**src/rtl/zbuf_depth_tester.sv**
```systemverilog
// Depth test and commit for the rasterizer pixel stream, plus the
// z-buffer / frame-buffer clear sweep.
module zbuf_depth_tester #(
  parameter int unsigned FB_HRES          = 320,
  parameter int unsigned FB_VRES          = 180,
  parameter int unsigned ZWIDTH           = 16,
  parameter int unsigned COLOR_WIDTH      = 16,
  parameter logic [COLOR_WIDTH-1:0] CLEAR_COLOR = '0,
  parameter int unsigned PIXEL_ADDR_WIDTH = $clog2(FB_HRES * FB_VRES)
) (
  input  logic                        clk_in,
  input  logic                        rst_in,
  input  logic                        valid_in,
  output logic                        ready_out,
  input  logic [PIXEL_ADDR_WIDTH-1:0] addr_in,
  input  logic [ZWIDTH-1:0]           z_in,
  input  logic [COLOR_WIDTH-1:0]      color_in,
  input  logic                        last_pixel_in,
  input  logic                        clear_in,
  output logic [PIXEL_ADDR_WIDTH-1:0] zb_raddr_out,
  input  logic [ZWIDTH-1:0]           zb_rdata_in,
  output logic                        zb_we_out,
  output logic [PIXEL_ADDR_WIDTH-1:0] zb_waddr_out,
  output logic [ZWIDTH-1:0]           zb_wdata_out,
  output logic                        fb_we_out,
  output logic [PIXEL_ADDR_WIDTH-1:0] fb_addr_out,
  output logic [COLOR_WIDTH-1:0]      fb_data_out,
  output logic                        tri_done_out,
  output logic                        clear_done_out,
  output logic                        busy_out
);

  localparam int unsigned NPIX = FB_HRES * FB_VRES;
  localparam logic [PIXEL_ADDR_WIDTH-1:0] LAST_ADDR = PIXEL_ADDR_WIDTH'(NPIX - 1);

  typedef enum logic [1:0] {RUN, DRAIN, CLEAR} state_t;

  state_t                      state_q;
  logic                        s1_valid_q, s2_valid_q, s3_valid_q;
  logic [PIXEL_ADDR_WIDTH-1:0] s1_addr_q, s2_addr_q;
  logic [ZWIDTH-1:0]           s1_z_q, s2_z_q;
  logic [COLOR_WIDTH-1:0]      s1_color_q, s2_color_q;
  logic                        s1_last_q, s2_last_q;
  logic                        we_q, tri_done_q, clear_done_q;
  logic [PIXEL_ADDR_WIDTH-1:0] wr_addr_q, clr_cnt_q;
  logic [ZWIDTH-1:0]           wr_z_q;
  logic [COLOR_WIDTH-1:0]      wr_color_q;

  logic hazard_c, accept_c, stages_busy_c, pass_c;

  // Read-first BRAM: block any pixel whose address is still in flight,
  // including the S3 write cycle.
  assign hazard_c = (s1_valid_q && (s1_addr_q == addr_in)) ||
                    (s2_valid_q && (s2_addr_q == addr_in)) ||
                    (s3_valid_q && (wr_addr_q == addr_in));
  assign stages_busy_c = s1_valid_q || s2_valid_q || s3_valid_q;
  assign ready_out     = !rst_in && (state_q == RUN) && !hazard_c;
  assign accept_c      = valid_in && ready_out;
  assign pass_c        = s2_z_q < zb_rdata_in;

  assign zb_raddr_out   = addr_in;
  assign zb_we_out      = we_q;
  assign zb_waddr_out   = wr_addr_q;
  assign zb_wdata_out   = wr_z_q;
  assign fb_we_out      = we_q;
  assign fb_addr_out    = wr_addr_q;
  assign fb_data_out    = wr_color_q;
  assign tri_done_out   = tri_done_q;
  assign clear_done_out = clear_done_q;
  assign busy_out       = stages_busy_c || (state_q != RUN);

  always_ff @(posedge clk_in) begin
    if (rst_in) begin
      state_q      <= RUN;
      s1_valid_q   <= 1'b0;
      s2_valid_q   <= 1'b0;
      s3_valid_q   <= 1'b0;
      s1_addr_q    <= '0;
      s2_addr_q    <= '0;
      s1_z_q       <= '0;
      s2_z_q       <= '0;
      s1_color_q   <= '0;
      s2_color_q   <= '0;
      s1_last_q    <= 1'b0;
      s2_last_q    <= 1'b0;
      we_q         <= 1'b0;
      tri_done_q   <= 1'b0;
      clear_done_q <= 1'b0;
      wr_addr_q    <= '0;
      wr_z_q       <= '0;
      wr_color_q   <= '0;
      clr_cnt_q    <= '0;
    end else begin
      // S1/S2 cover the BRAM read latency; S3 is the write register.
      s1_valid_q <= accept_c;
      if (accept_c) begin
        s1_addr_q  <= addr_in;
        s1_z_q     <= z_in;
        s1_color_q <= color_in;
        s1_last_q  <= last_pixel_in;
      end
      s2_valid_q   <= s1_valid_q;
      s2_addr_q    <= s1_addr_q;
      s2_z_q       <= s1_z_q;
      s2_color_q   <= s1_color_q;
      s2_last_q    <= s1_last_q;
      s3_valid_q   <= s2_valid_q;
      tri_done_q   <= s2_valid_q && s2_last_q;
      clear_done_q <= 1'b0;
      we_q         <= 1'b0;

      if (state_q == CLEAR) begin
        we_q       <= 1'b1;
        wr_addr_q  <= clr_cnt_q;
        wr_z_q     <= '1;
        wr_color_q <= CLEAR_COLOR;
        clr_cnt_q  <= clr_cnt_q + PIXEL_ADDR_WIDTH'(1);
        if (clr_cnt_q == LAST_ADDR) begin
          clear_done_q <= 1'b1;
          clr_cnt_q    <= '0;
          state_q      <= RUN;
        end
      end else if (s2_valid_q) begin
        we_q       <= pass_c;
        wr_addr_q  <= s2_addr_q;
        wr_z_q     <= s2_z_q;
        wr_color_q <= s2_color_q;
      end

      case (state_q)
        RUN:     if (clear_in) state_q <= (stages_busy_c || accept_c) ? DRAIN : CLEAR;
        DRAIN:   if (!stages_busy_c) state_q <= CLEAR;
        default: ;
      endcase
    end
  end

endmodule

```
**config.mk**
```make
export PLATFORM = sky130hd
export DESIGN_NAME = zbuf_depth_tester
export DESIGN_NICKNAME = d
export VERILOG_FILES = /design/src/rtl/zbuf_depth_tester.sv
export SDC_FILE = /design/constraint.sdc
export NUM_CORES = 1
export LEC_CHECK = 0
export ABC_AREA = 1
export BUFFER_PORTS_ARGS = -buffer_cell sky130_fd_sc_hd__buf_2
export CELL_PAD_IN_SITES_DETAIL_PLACEMENT = 1
export CELL_PAD_IN_SITES_GLOBAL_PLACEMENT = 2
export CORE_ASPECT_RATIO = 1.4
export CORE_MARGIN = 8
export CORE_UTILIZATION = 31
export DETAILED_ROUTE_END_ITERATION = 6
export MAX_ROUTING_LAYER = met4
export PLACE_DENSITY_LB_ADDON = 0.05
export SETUP_SLACK_MARGIN = 0.02
export SYNTH_ARGS = -nofsm -noshare
export SYNTH_HDL_FRONTEND = slang
export SYNTH_SLANG_ARGS = --single-unit
```
**constraint.sdc**
```tcl
create_clock -name clk_in -period 2.1 [get_ports clk_in]
set_clock_uncertainty 0.05 [all_clocks]
set_input_delay 0.315 -clock clk_in [delete_from_list [all_inputs] [get_ports clk_in]]
set_output_delay 0.315 -clock clk_in [all_outputs]
set_load 0.01 [all_outputs]
```
==> metrics <==
outcome finished clean; Max-slew headroom 64.4%; DR vias 6242; crit start category flop; WP data required 1.74 ns; post-synthesis compound-gate area fraction between 10% and 20%; IO buf count roughly 150; Layout Nets 1163; vias in the first global route 6789; largest family of logic cells by synthesized area simple AND/OR/NAND/NOR gates; clk sink count between 150 and 200; R2R Setup Slk 0.22 ns; DIE WIDTH 144 um; post-synthesis cell count 939; clk root buf clkbuf_16; synthesized flop and latch total 170; Simple-Gate Fraction of Synth Area 19.2%; XOR/XNOR share of the synthesized area 2.45%; fmax 504 MHz; most frequent CP cell nand2_1; clock latency on the worst-skew pair approximately 0.43 ns; Final Cycle Share 94.5%; core area 0.0230 sq mm; GR Util All Layers 16.9%; Final HPWL DP 16.7 mm; syn_nets 1024; htree depth 4; die area around 0.028 sq mm; RD Place Congestion 0.757; library cells used by synthesis 41; CTS max path bufs 2; most numerous cell in the Yosys netlist dfxtp_1; DR iter-0 viols 132; fill count about 2900; Syn-to-layout area delta 24.5%; Leakage between 4 and 5 nW; Crit-path slowest cell dfxtp_4; DRT antenna net count 0; final max-slew violation count 0; Worst Path Max Fanout 4; Worst Path Arrival 1.62 ns; Synth Area in Adders 2.80%; drt drc 0; CP Capture Type primary output; Post-synth ARST share 0%; RSZ-0062 raised after global routing true; Post-synth EDFFs 0; Initial Util 31.2%; wire length of the first global-routing pass around 36 mm; Max Cap Viol 0; synthesized area a little over 0.007 sq mm; final setup TNS 0 ns; antenna fix cells 0; final non-filler cell total between 1000 and 1500; cts hold-fix bufs 0; Avg WL per Cell 15.8 um; vias per std cell 4.47; Critical Path, Cell by Cell inv_1, nand2_1, nand2_1, nand3b_1, nor2_1, nand3_2, nand2_2, nor2_4, buf_6; top post-synthesis cells by count 170 x dfxtp_1, 165 x nand2_1, 121 x inv_1; maximum number of pins on one net before global-route repair 40; Placed Cells 1360; cts bufs inserted 17; # IOs roughly 160; Synth Area per Inst around 7.6 sq um; Placement Rows 66; Clock Pin Slew Worst Setup and Hold Paths ~0.07 ns; Power Dens Cells around 1000 mW/mm^2; Worst VDD drop 576 uV; Hold Vio Cnt, Final 0; antenna violations before repair 0; Crit path largest cell delay 0.37 ns; leading area contributor after synthesis dfxtp_1; shortest period the worst path allows 1.98 ns; layout cell share with drive strength beyond 1 26.6%; # setup viols final 0; post-synthesis mux area share 0.839%; CTS tree built; Worst-Margin Slew 0.534 ns; drt total wl 22.1 mm; GRT overflow 0; Seq/Total Area, Yosys 47.6%; Die Ht 196 um; most common flop cell mapped by yosys dfxtp_1; largest cells by area after synthesis dfxtp_1 48%, nand2_1 8.7%, o21ai_0 6.7%, inv_1 6.3%, nor2_1 6.3%; first-pass detailed-route iteration total 4; post-synth top area share 47.6%; Setup CP Type flop to primary output; HP Class input port to flop; Synth warnings 0
## metrics by stage
step	hold WS [ns]	util, %	setup slack (ns)	total power, mW	area (sq um)
2_1_floorplan	0.354	-	0.485	5.18	7160
3_3_place_gp	0.367	35.7	0.0737	6.06	8200
3_5_place_dp	0.366	35.7	0.0589	6.08	8200
4_1_cts	0.0844	38.3	0.0202	9.21	8800
5_1_grt	0.0976	38.8	0.00995	9.62	8910
6_report	0.104	38.8	0.116	9.03	8910
## sequential cells by signal (all words and copies together) (netlist names)
name	flops
s1_z_q	16
fb_addr_out	16
fb_we_out	1
s1_last_q	1
s1_valid_q	1
fb_data_out	16
tri_done_out	1
s2_valid_q	1
s2_addr_q	16
clear_done_out	1
s1_color_q	16
zb_wdata_out	16
s2_z_q	16
s3_valid_q	1
s2_color_q	16
clr_cnt_q	16
s1_addr_q	16
state_q	2
s2_last_q	1
## worst max-delay path, delay by kind of cell (launching register included)
kind / cells / cell delay, ns
flip-flops: 1 / 0.37
buffers and inverters: 2 / 0.17
AND/OR/NAND/NOR: 7 / 0.66
## routing by layer
| layer | track usage [%] | part of all wire, % |
|---|---|---|
| met1 | 18.4 | 42 |
| met3 | 3.26 | 3.5 |
| met4 | 4.87 | 1.3 |
| met5 | - | 0 |
| met2 | 30.2 | 53 |
## cell type report
| cell class | instances | area, sq um | area share [%] |
|---|---|---|---|
| clock buffers | 20 | 447 | 5.01 |
| clock inverters | 12 | 116 | 1.31 |
| inverters | 127 | 479 | 5.38 |
| multi-input cells | 571 | 2940 | 32.9 |
| flip-flops and latches | 170 | 3440 | 38.5 |
| well taps | 306 | 383 | 4.30 |
| repair buffers | 191 | 1120 | 12.5 |
## power by group
| part | internal [mW] | switching [mW] |
|---|---|---|
| Combinational | 0.767 | 1.22 |
| Clock | 1.68 | 1.37 |
| Sequential | 3.72 | 0.278 |
## cells in the final DEF, fill, tap and decap left out, types with 5 or more instances in the layout
| master | synthesis | routed |
|---|---|---|
| nand2_2 | 1 | 9 |
| dfxtp_1 | 170 | 150 |
| nor2_1 | 120 | 107 |
| o22ai_1 | 10 | 10 |
| inv_2 | 5 | 8 |
| inv_1 | 121 | 117 |
| nand2_1 | 165 | 157 |
| xnor2_1 | 16 | 16 |
| mux2i_1 | 6 | 6 |
| ha_1 | 16 | 16 |
| clkinvlp_4 | 0 | 5 |
| buf_4 | 33 | 32 |
| buf_12 | 0 | 5 |
| a21oi_1 | 85 | 85 |
| dfxtp_2 | 0 | 17 |
| nor2_2 | 2 | 14 |
| nand3_1 | 12 | 10 |
| buf_2 | 6 | 153 |
| nor3_1 | 9 | 8 |
| clkbuf_16 | 0 | 17 |
| o21ai_0 | 96 | 96 |
## logic make-up (layout without fill, tap and decap cells)
kind of cell	Yosys count	after routing
and+or+nand+nor	327	327
AOI/OAI and AO/OA	202	202
buffers and inverters	198	350
DFF	170	170
xor gates and xnor gates	20	20
adders and majority gates	16	16
muxes	6	6
## timing repair
action / CTS / global route
buffers inserted: 0 / 5
hold endpoints to repair: 0 / 0
gates cloned: 0 / 0
pin swaps: 3 / 18
setup endpoints to repair: 1 / 1
resized for setup: 16 / 38
## final timing paths
kind                                       from        endpoint  depth (start not counted)
worst max-delay path            fb_addr_out[13]       ready_out                          9
worst min-delay path               color_in[12]  s1_color_q[12]                          3
worst max register to register     clr_cnt_q[0]   clr_cnt_q[14]                         10
worst min register to register        s2_last_q    tri_done_out                          2
No activity file was read; power rests on OpenSTA's default activity.
